===== src/rtl/mac_pkg.sv =====
// Shared types and widths for the 4-bit multiply-accumulate sequencer.
package mac_pkg;

    localparam int OP_W   = 4;
    localparam int PROD_W = 8;

    typedef enum logic [1:0] {
        IDLE  = 2'd0,
        RUN   = 2'd1,
        FLUSH = 2'd2,
        DONE  = 2'd3
    } mac_state_t;

endpackage : mac_pkg


===== src/rtl/multiplier_4b.sv =====
// Exact combinational 4x4 unsigned multiplier. Approximate variants with the
// same ports can replace this module without touching the sequencer.
module multiplier_4b
    import mac_pkg::*;
(
    input  logic [OP_W-1:0]   op_a,
    input  logic [OP_W-1:0]   op_b,
    output logic [PROD_W-1:0] mul_p
);

    // Full-precision product; operands are widened so no bits are lost.
    always_comb begin
        mul_p = PROD_W'(op_a) * PROD_W'(op_b);
    end

endmodule : multiplier_4b


===== src/rtl/mac_sequencer.sv =====
// Job sequencer around multiplier_4b: takes a job length, streams that many
// operand pairs through the multiplier and returns the dot-product sum.
//
// state | meaning
// ------+---------------------------------------------------------------
// IDLE  | waiting for start; out_acc still shows the previous result
// RUN   | accepting operand pairs, one per cycle, gaps allowed
// FLUSH | last product is in flight; add it, accept nothing
// DONE  | result presented on out_valid until the consumer takes it
module mac_sequencer
    import mac_pkg::*;
#(
    parameter int ACC_W = 16,
    parameter int LEN_W = 8
) (
    input  logic             clk,
    input  logic             rst_n,
    input  logic             start,
    input  logic [LEN_W-1:0] len,
    output logic             busy,
    input  logic             in_valid,
    output logic             in_ready,
    input  logic [OP_W-1:0]  in_a,
    input  logic [OP_W-1:0]  in_b,
    output logic             out_valid,
    input  logic             out_ready,
    output logic [ACC_W-1:0] out_acc,
    output logic             out_ovf
);

    mac_state_t         state;
    mac_state_t         state_nxt;
    logic [LEN_W-1:0]   remaining;
    logic [OP_W-1:0]    op_a;
    logic [OP_W-1:0]    op_b;
    logic               pv;
    logic [PROD_W-1:0]  mul_p;
    logic [ACC_W-1:0]   acc;
    logic               ovf;
    logic [ACC_W:0]     sum;
    logic               load_job;
    logic               beat;
    logic               last_beat;

    multiplier_4b u_mul (
        .op_a  (op_a),
        .op_b  (op_b),
        .mul_p (mul_p)
    );

    // Handshake qualifiers derived from the current state.
    always_comb begin
        load_job  = (state == IDLE) && start;
        beat      = (state == RUN) && in_valid;
        last_beat = beat && (remaining == LEN_W'(1));
    end

    // One extra bit catches the carry out of the accumulator width.
    always_comb begin
        sum = {1'b0, acc} + {{(ACC_W + 1 - PROD_W){1'b0}}, mul_p};
    end

    // State register.
    always_ff @(posedge clk or negedge rst_n) begin
        if (!rst_n) begin
            state <= IDLE;
        end else begin
            state <= state_nxt;
        end
    end

    // Next-state decode and state-derived handshake outputs.
    always_comb begin
        state_nxt = state;
        busy      = 1'b1;
        in_ready  = 1'b0;
        out_valid = 1'b0;
        case (state)
            IDLE: begin
                busy = 1'b0;
                if (start) begin
                    state_nxt = (len != '0) ? RUN : DONE;
                end
            end
            RUN: begin
                in_ready = 1'b1;
                if (last_beat) begin
                    state_nxt = FLUSH;
                end
            end
            FLUSH: begin
                state_nxt = DONE;
            end
            DONE: begin
                out_valid = 1'b1;
                if (out_ready) begin
                    state_nxt = IDLE;
                end
            end
            default: begin
                state_nxt = IDLE;
            end
        endcase
    end

    // Beat counter, operand capture and product-pending flag.
    always_ff @(posedge clk or negedge rst_n) begin
        if (!rst_n) begin
            remaining <= '0;
            op_a      <= '0;
            op_b      <= '0;
            pv        <= 1'b0;
        end else if (load_job) begin
            remaining <= len;
            pv        <= 1'b0;
        end else if (state == RUN) begin
            if (beat) begin
                op_a      <= in_a;
                op_b      <= in_b;
                pv        <= 1'b1;
                remaining <= remaining - LEN_W'(1);
            end else begin
                pv <= 1'b0;
            end
        end else if (state == FLUSH) begin
            pv <= 1'b0;
        end
    end

    // Accumulator with sticky carry-out; cleared only when a new job starts.
    always_ff @(posedge clk or negedge rst_n) begin
        if (!rst_n) begin
            acc <= '0;
            ovf <= 1'b0;
        end else if (load_job) begin
            acc <= '0;
            ovf <= 1'b0;
        end else if (pv) begin
            acc <= sum[ACC_W-1:0];
            if (sum[ACC_W]) begin
                ovf <= 1'b1;
            end
        end
    end

    assign out_acc = acc;
    assign out_ovf = ovf;

endmodule : mac_sequencer


===== config.mk =====
export PLATFORM = sky130hd
export DESIGN_NAME = mac_sequencer
export DESIGN_NICKNAME = d
export VERILOG_FILES = /design/src/rtl/mac_pkg.sv /design/src/rtl/multiplier_4b.sv /design/src/rtl/mac_sequencer.sv
export SDC_FILE = /design/constraint.sdc
export NUM_CORES = 1
export LEC_CHECK = 0
export ABC_AREA = 1
export BUFFER_PORTS_ARGS = -buffer_cell sky130_fd_sc_hd__buf_2
export CELL_PAD_IN_SITES_DETAIL_PLACEMENT = 1
export CELL_PAD_IN_SITES_GLOBAL_PLACEMENT = 1
export CORE_MARGIN = 3
export CORE_UTILIZATION = 43
export CTS_CLUSTER_SIZE = 10
export DETAILED_ROUTE_END_ITERATION = 8
export GPL_TIMING_DRIVEN = 0
export HOLD_SLACK_MARGIN = 0.06
export PLACE_DENSITY_LB_ADDON = 0.1
export SYNTH_ARGS = -nofsm -noshare
export SYNTH_HDL_FRONTEND = slang
export SYNTH_SLANG_ARGS = --single-unit

===== constraint.sdc =====
create_clock -name clk -period 6.2 [get_ports clk]
set_input_delay 0.62 -clock clk [delete_from_list [all_inputs] [get_ports clk]]
set_output_delay 0.62 -clock clk [all_outputs]
set_load 0.01 [all_outputs]

Word level (Yosys, flattened, before mapping)
Cells that the tools add are included.
Widths: inputs -> output; s select.

storage, ports and cells
  bits in registers = 36
  bits of input ports = 21
  output and inout bits = 20
  word-level logic and storage cells = 52

operators by class
  $add $sub $neg = 2
  $mul = 1
  eq/ne operators = 7
  multiplexer cells = 20
  bitwise gates (word level) = 1
  reduce and logical (&&, ||, !) cells = 14

operator list
  cell                 number
  $mux 16              2
  $mux 8               3
  $add 16x8->17        1
  $mux 1               10
  $eq 8x1->1 const B   1
  $mul 4x4->8          1
  $mux 2               4
  $pmux 2 s4           1
  $reduce_bool 2->1    4
  $reduce_bool 8->1    1
  $sub 8x1->8 const B  1
  $ne 2x2->1 const B   3
  $reduce_and 3->1     2
  $eq 2x2->1 const B   2
  $reduce_and 2->1     2
  $logic_and 1x1->1    3
  $reduce_bool 3->1    1
  $eq 2x1->1 const B   1
  $logic_not 2->1      1
  $not 1->1            1

Longest topological paths before layout
  word-level depth = 5
  mapped depth = 17
  mapped depth without buffers = 17

Modules after synthesis
Synthesis repeated with hierarchy kept, for this count alone.

second synthesis, totals
  cells, all modules = 361
  area, all modules = 2,733.9 um2

modules (own cells, without submodules)
  module         times used  cells each  area an instance (um2)  sequential area each (um2)
  mac_sequencer  1           291         2,265.9                 900.9
  multiplier_4b  1           70          467.9                   0.0

Least setup slack after synthesis
OpenSTA, ideal clock, no wires.

  kind = register -> register
  start = reg op_a[0]
  end = reg acc[10] (netlist: out_acc[10])
  library setup time = 0.119 ns
  arrival = 2.910 ns
  required time = 6.081 ns
  setup slack = 3.171 ns
  cell stages (with the launch flop) = 15
  path buffers = 0
  clock period less this slack = 3.029 ns
  cell sequence = dfrtp_1 nand2_1 fa_1 fa_1 fa_1 inv_1 ha_1 nand2_1 nand2_1 nand2_1 nand2_1 nand2_1 nand3_2 a21oi_1 nor2_1

on the way
  longest elaborated chain between the ends = 4

RTL lines
  item                    line                  RTL
  from (decl)             mac_sequencer.sv:34   logic [OP_W-1:0] op_a;
  from (signal assigned)  mac_sequencer.sv:118  op_a <= in_a;
  $mul 4x4->8             multiplier_4b.sv:13   mul_p = PROD_W'(op_a) * PROD_W'(op_b);
  $add 16x8->17           mac_sequencer.sv:60   sum = {1'b0, acc} + {{(ACC_W + 1 - PROD_W){1'b0}}, mul_p};
  $mux 16                 mac_sequencer.sv:138  end else if (pv) begin
  $mux 16                 mac_sequencer.sv:135  end else if (load_job) begin
  to (signal assigned)    mac_sequencer.sv:139  acc <= sum[ACC_W-1:0];
  to (decl)               mac_sequencer.sv:38   logic [ACC_W-1:0] acc;

Every way passes these cells. The select of a mux whose other input is x is not followed.
A chain may end at the register's enable or synchronous reset.

Final worst setup path
  start = reg op_a[0]
  end = reg acc[14] (netlist: out_acc[14])

The elaborated chain is that of the path after synthesis.

==> results.cfg <==
[drt]
topRoutingLayerUsed = met4
wirelength_um = 6778
dr_wl_met2_um = 3356
post-route-drc-count = 0
met3_length_um = 229
detail-route-antenna-nets = 0
dr.pass1.iters = 4
viasPerCell = 4.988
wl_met1_um = 3129
vias = 2409
wire_per_inst_um = 14.03
drtIter0Drc = 42

[timing]
finClkSkew_ns = 0.005424
finalSetupViolations = 0
slew_violations = 0
max_clock_freq_ghz = 0.3018
fin_crit_sh_pct = 53.45
fin_tns_setup_ns = 0
hold_violations = 0
worst_pin_slew_ns = 0.8441
max_slew_margin_pct = 43.73
fin_crit_ns = 3.314
rsz0062_at_grt = no

[placement]
numPortBuffers = 40
dpl.hpwl_um = 5462
dp_cells = 475
place.gp.congestion = 0.7717

[synth]
synth-seq-cells = 36
synthFlopType = dfrtp_1
yosys_warnings = 0
syn_area_per_cell_um2 = 7.695
syn_inst = 360
synth_nets = 416
synth-edff-count = 0
asyncSetResetFlopFracSynth_pct = 100.0
yosysSeqAreaShare_pct = 32.52
post_synth_num_cell_types = 29
netlist_area_mm2 = 0.002770

[global_routing]
antenna_found_initial = 0
gr-usage-all-layers_pct = 19.75
grt_max_degree = 37
grt_overflow = 0
grt_pass1_vias = 2549
grt_pass1_wl_um = 11780

[clock_tree]
path_clk_slew_ns = 0.08
postCtsResizedCells = 0
cts_root_buf = clkbuf_8
post_cts_buffers = 0
cts_buffer_depth = 2
clk_latency_ns = 0.29
cts_buffers = 5
cts_tree = built
htree_levels = 2
cts_hold_buf = 0
clock-sinks = 36

[cells_and_area]
layout.cells.most_common = nand2_1
fin_nets = 463
drive_above_1_share_pct = 19.61
instances_no_fill = 483
final_util_pct = 52.09
area.growth.synth_to_final_pct = 14.63
n_antenna_cell = 0
n_fill_cell = 807
layout_common_cells = nand2_1 (86), inv_1 (75), buf_2 (41)

[power_and_ir_drop]
p_per_area_mw_per_mm2 = 440.8
irDropWorstVdd_mv = 0.2742
power.leakage_uw = 0.001876

[setup_path]
critPathLaunchType = flop
crit_path_end_kind = flop
worstPathRequired_ns = 6.38
critical_path_class = reg2reg
cp_max_fo = 5
reg2reg_slack_ns = 2.89
arrival_ns = 3.50

[floorplan]
dieArea_mm2 = 0.007442
fp-row-count = 28
core_region_area_mm2 = 0.006096
ios = 41
dieWidth_um = 86.27
die_h_um = 86.27
initial_core_util_pct = 45.44

[run]
maxCapViolCount = 0

[status]
status = completed

[hold_path]
hold_class = in2async
[metrics by stage]
step / area, µm² / power (µW) / hold slack [ns] / worst slack (ns)
floorplan: 2770 / 971.8 / 0.3244 / 3.171
global placement: 3064 / 1156 / 0.4849 / 2.884
detailed placement: 3064 / 1198 / 0.4861 / 2.892
CTS: 3176 / 1419 / 0.4503 / 2.881
global route: 3176 / 1545 / 0.4727 / 2.652
finish: 3176 / 1400 / 0.4204 / 2.886
[power by group]
part | switching (µW) | internal, µW | leakage, µW
Sequential | 74.7 | 315 | 0.000467
Combinational | 490 | 308 | 0.00135
Clock | 93.5 | 119 | 0.0000541
[sequential cells by signal, summed over array words and instances (netlist names)]
signal / count
out_acc: 16
remaining: 8
op_a: 4
op_b: 4
state: 2
out_ovf: 1
pv: 1
[synth_stat cells, types with 5 or more instances]
| cell type | number | area [µm²] |
|---|---|---|
| mux2_2 | 8 | 90.09 |
| nand4_1 | 5 | 31.28 |
| inv_1 | 75 | 281.5 |
| nand2_2 | 7 | 43.79 |
| ha_1 | 26 | 325.3 |
| a21oi_1 | 14 | 70.07 |
| fa_1 | 9 | 180.2 |
| nand3_1 | 16 | 80.08 |
| nor2_1 | 32 | 120.1 |
| nand2_1 | 86 | 322.8 |
| nand3_2 | 6 | 60.06 |
| o22ai_1 | 6 | 37.54 |
| dfrtp_1 | 36 | 900.9 |
[worst paths after layout]
kind | startpoint | to | cells after the start
setup / recovery | op_a[0] | out_acc[14] | 14
hold / removal | rst_n | out_acc[3] | 1
setup reg to reg | op_a[0] | out_acc[14] | 14
hold reg to reg | out_ovf | out_ovf | 2
max in group asynchronous | rst_n | out_acc[9] | 1
min in group clk | out_ovf | out_ovf | 2
[area by class of cell]
class                   count  area, µm²  share of cell area (%)
plain buffers               2      12.51                  0.3940
clock buffers               5      68.82                   2.167
clock inverters             3      42.54                   1.340
inverters                  79      296.5                   9.338
multi-input cells         243       1560                   49.13
flip-flops and latches     36      900.9                   28.37
well taps                  75      93.84                   2.955
repair buffers             40      200.2                   6.304
[logic make-up after synthesis]
logic type | count (synthesis) | synth area share [%]
AOI/OAI and AO/OA | 34 | 7.318
buffers and inverters | 81 | 11.16
and+or+nand+nor | 160 | 25.61
xor gates and xnor gates | 6 | 1.897
DFF | 36 | 32.52
muxes | 8 | 3.252
adders and majority gates | 35 | 18.25
[per-layer routing]
layer	vias to the layer above	track usage, %
li1	1216	-
met1	1148	25.57
met2	38	34.27
met3	7	3.612
met4	0	4.674
met5	-	0
[critical path, stage by stage, from the launching register on]
cell	delay, ns
dfrtp_1	0.44
nand2_1	0.11
fa_1	0.52
fa_1	0.49
fa_1	0.52
inv_1	0.05
ha_1	0.37
nand2_1	0.18
inv_2	0.05
nand2_1	0.06
nand2_1	0.04
nand2_1	0.06
nand3_2	0.11
a21oi_1	0.15
nor2_1	0.06
(Power assumes the default switching activity.)
